===== src/rtl/c17_pipe.sv =====
// c17_pipe: LANES-wide ISCAS-85 c17 datapath with input/output ranks and optional cuts after NAND levels 1 and 2.
// Defining C17_PIPE_CNT_EN adds a saturating 16-bit out_count of emitted valid beats.
module c17_pipe #(
  parameter int LANES = 4,
  parameter int CUT1  = 1,
  parameter int CUT2  = 1
) (
  input  logic             clk,
  input  logic             rst_n,
  input  logic             en,
  input  logic             in_valid,
  input  logic [LANES-1:0] N1,
  input  logic [LANES-1:0] N2,
  input  logic [LANES-1:0] N3,
  input  logic [LANES-1:0] N6,
  input  logic [LANES-1:0] N7,
  output logic             out_valid,
  output logic [LANES-1:0] N22,
  output logic [LANES-1:0] N23
`ifdef C17_PIPE_CNT_EN
  ,
  output logic [15:0]      out_count
`endif
);
  logic [LANES-1:0] i1_q, i2_q, i3_q, i6_q, i7_q, i1_d, i2_d, i3_d, i6_d, i7_d;
  logic [LANES-1:0] a10_q, a11_q, a2_q, a7_q, a10_d, a11_d, a2_d, a7_d;
  logic [LANES-1:0] b10_q, b16_q, b19_q, b10_d, b16_d, b19_d;
  logic [LANES-1:0] n22_q, n23_q, n22_d, n23_d;
  logic [LANES-1:0] n10, n11, n16, n19, s10, s11, s2, s7, t10, t16, t19;
  logic [3:0]       v_q, v_d;
  logic             sv, tv;
  // A disabled cut selects the combinational value, leaving its rank unloaded-from and optimised away.
  always_comb begin
    n10   = ~(i1_q & i3_q);
    n11   = ~(i3_q & i6_q);
    s10   = (CUT1 != 0) ? a10_q : n10;
    s11   = (CUT1 != 0) ? a11_q : n11;
    s2    = (CUT1 != 0) ? a2_q : i2_q;
    s7    = (CUT1 != 0) ? a7_q : i7_q;
    sv    = (CUT1 != 0) ? v_q[1] : v_q[0];
    n16   = ~(s2 & s11);
    n19   = ~(s11 & s7);
    t10   = (CUT2 != 0) ? b10_q : s10;
    t16   = (CUT2 != 0) ? b16_q : n16;
    t19   = (CUT2 != 0) ? b19_q : n19;
    tv    = (CUT2 != 0) ? v_q[2] : sv;
    i1_d  = en ? N1 : i1_q;
    i2_d  = en ? N2 : i2_q;
    i3_d  = en ? N3 : i3_q;
    i6_d  = en ? N6 : i6_q;
    i7_d  = en ? N7 : i7_q;
    a10_d = en ? n10 : a10_q;
    a11_d = en ? n11 : a11_q;
    a2_d  = en ? i2_q : a2_q;
    a7_d  = en ? i7_q : a7_q;
    b10_d = en ? s10 : b10_q;
    b16_d = en ? n16 : b16_q;
    b19_d = en ? n19 : b19_q;
    n22_d = en ? ~(t10 & t16) : n22_q;
    n23_d = en ? ~(t16 & t19) : n23_q;
    v_d   = en ? {tv, sv, v_q[0], in_valid} : v_q;
  end
  always_ff @(posedge clk or negedge rst_n)
    if (!rst_n) begin
      {i1_q, i2_q, i3_q, i6_q, i7_q} <= '0;
      {a10_q, a11_q, a2_q, a7_q}     <= '0;
      {b10_q, b16_q, b19_q}          <= '0;
      {n22_q, n23_q}                 <= '0;
      v_q                            <= '0;
    end else begin
      {i1_q, i2_q, i3_q, i6_q, i7_q} <= {i1_d, i2_d, i3_d, i6_d, i7_d};
      {a10_q, a11_q, a2_q, a7_q}     <= {a10_d, a11_d, a2_d, a7_d};
      {b10_q, b16_q, b19_q}          <= {b10_d, b16_d, b19_d};
      {n22_q, n23_q}                 <= {n22_d, n23_d};
      v_q                            <= v_d;
    end
  assign N22       = n22_q;
  assign N23       = n23_q;
  assign out_valid = v_q[3];
`ifdef C17_PIPE_CNT_EN
  logic [15:0] cnt_q, cnt_d;
  always_comb cnt_d = (en && tv && cnt_q != 16'hFFFF) ? cnt_q + 16'd1 : cnt_q;
  always_ff @(posedge clk or negedge rst_n)
    if (!rst_n) cnt_q <= '0;
    else cnt_q <= cnt_d;
  assign out_count = cnt_q;
`endif
endmodule

===== config.mk =====
export PLATFORM = sky130hd
export DESIGN_NAME = c17_pipe
export DESIGN_NICKNAME = d
export VERILOG_FILES = /design/src/rtl/c17_pipe.sv
export SDC_FILE = /design/constraint.sdc
export NUM_CORES = 1
export LEC_CHECK = 0
export ABC_AREA = 1
export CAP_MARGIN = 20
export CORE_AREA = 2 2 81 68
export DETAILED_ROUTE_END_ITERATION = 16
export DIE_AREA = 0 0 83 70
export PLACE_DENSITY = 0.75
export SLEW_MARGIN = 20
export SYNTH_ARGS = -nofsm -noshare
export SYNTH_HDL_FRONTEND = slang
export SYNTH_SLANG_ARGS = --single-unit

===== constraint.sdc =====
create_clock -name clk -period 1.2 [get_ports clk]
set_input_delay 0.3 -clock clk [delete_from_list [all_inputs] [get_ports clk]]
set_output_delay 0.3 -clock clk [all_outputs]
set_load 0.02 [all_outputs]

==> metrics.txt <==
Root Buffer clkbuf_8; Max-Cap Viols 0; Least-Margin Pin Slew ~0.37 ns; clk_lat worst skew 0.33 ns; Routed Antenna Nets 0; largest net degree at the start of global routing 61; post-synthesis to final-layout area growth 23.1%; TritonRoute pass-1 iters 4; detailed-route via count 1750; Final min period 1.17 ns; data arrival time of the worst path just under 0.9 ns; Post-Route WL 4080 um; clock sinks 60; n_diodes 0; first-pass GRT wire length 7220 um; share of cells above drive strength 1 18.2%; Final Skew 0.00524 ns; core area around 5100 sq um; Clock transition at path regs around 0.060 ns; Critical Path Source Type register; Fmax achieved 857 MHz; outcome finished, final reports clean; DRC viols 0; Max IR drop VDD 0.000741 V; RSZ-0062 raised after global routing false; post-DP HPWL 2430 um; post-synthesis cell count 278; number of synthesized register bits 60; Leakage 0.00162 uW; CTS tree built; DIE AREA 5810 sq um; register area share after synthesis 60.8%; Max Fanout on Critical Path 2; slew margin rel. 75.2%; Hold Fails Final Rpt 0; setup TNS 0 ns; starting density of the core between 40% and 50%; crit end category primary output; count of cell types in the netlist 7; Req. time, crit path ~0.9 ns; GRT Total Usage 15.9%; CTS Buf Count 9; Slew Viols, Final 0; PnR Total Power between 4000 and 5000 uW; routability cong. roughly 0.74; hold crit path type in -> reg; Slowest cell on crit path dfrtp_1; CTS H-tree depth 3; initial antenna violation count 0; fin nets 345; gr ovfl total 0; CP delay by family, top flip-flops; WS Path Type reg -> out; # setup viols final 0; vias in the first global route 1711; period utilization 97.2%; syn avg cell area 8.88 sq um; CP Buf/Inv Count 1; 1st-iter DRT viols approximately 120; Vias/cell approximately 4.5; power density over cell area approximately 1600 nW/um^2; I/O Buffers 32; FP Rows 24; Cell Chain, Critical Path buf_4; syn_nets 302; cell area after synthesis 2470 sq um; peak per-stage delay on the critical path 0.38 ns; Clock Path Buffers 2; die height 70 um; die width 83 um; Yosys warning count 0; Avg WL per Cell 10.5 um; # IOs 33
[through the flow]
stage / area [sq um] / utilization (%) / cells / hold slack [ns] / worst slack, ns
floorplan: 2470 / - / 278 / 0.00441 / 0.405
finish: 3040 / 59.2 / 390 / 0.427 / 0.0335
global placement: 2830 / 55.1 / 373 / 0.326 / -0.0136
global route: 3040 / 59.2 / 390 / 0.428 / 0.000158
detailed placement: 2830 / 55.1 / 373 / 0.332 / -0.0408
CTS: 3000 / 58.4 / 389 / 0.414 / 0.00616
[cell usage after synthesis (all sizes together)]
cell	count	share of area, %
buf	13	5.7
nand2	204	33
dfrtp	60	61
inv	1	0.46
[cell families (layout without fill, tap and decap cells)]
kind of cell	after synthesis	count (layout)	share of synthesized area, %
buffers and inverters	14	61	6.18
DFF	60	60	60.8
and+or+nand+nor	204	204	33.0
[what timing repair did]
item / CTS / global route
pin swaps: 0 / 0
setup endpoints to repair: 9 / 6
gates resized for setup: 36 / 11
hold endpoints to repair: 60 / 0
hold buffers: 1 / 0
buffers inserted: 0 / 1
[power breakdown]
| part | internal, uW | switching [uW] | leakage (uW) | total, uW |
|---|---|---|---|---|
| logic | 310 | 334 | 0.000797 | 644 |
| registers | 2240 | 135 | 0.000713 | 2380 |
| clock network | 1080 | 712 | 0.000108 | 1790 |
| total | 3630 | 1180 | 0.00162 | 4810 |
[metal layers]
layer / track usage (%) / part of all wire [%] / routed length [um]
met1: 19.9 / 49 / 1980
met2: 24.5 / 45 / 1820
met3: 6.97 / 4.7 / 193
met4: 6.01 / 2.1 / 87
met5: 0 / 0 / 0
[final timing paths]
check / from / end / depth (start not counted) / slack (ns)
worst max-delay path: N23[2] / N23[2] / 1 / 0.03
worst min-delay path: en / i6_q[2] / 4 / 0.43
worst max register to register: N23[2] / N23[2] / 4 / 0.37
worst min register to register: v_q[3] / v_q[3] / 2 / 0.47
max in group asynchronous: rst_n / i7_q[3] / 3 / 0.45
min in group asynchronous: rst_n / i2_q[1] / 3 / 0.50
[layout by cell type (no fill, tap or decap)]
cell	count
buf_12	2
dfrtp_1	60
clkbuf_8	15
nand2_1	184
buf_4	11
inv_8	1
nand2_2	20
clkdlybuf4s50_1	21
buf_2	5
buf_6	5
dlygate4sd3_1	1
[registers in the layout, indices dropped and copies added (netlist names)]
signal,flops
b10_q,4
b19_q,4
a2_q,4
N23,4
N22,4
v_q,4
i6_q,4
i3_q,4
i7_q,4
b16_q,4
a10_q,4
a11_q,4
i2_q,4
a7_q,4
i1_q,4
[final cells by class]
class | instances | area (sq um)
fillers | 466 | 2090
inverters | 1 | 11.3
multi-input cells | 204 | 816
clock buffers | 15 | 206
well taps | 65 | 81.3
repair buffers | 45 | 424
flip-flops and latches | 60 | 1500
(Power assumes the default switching activity.)
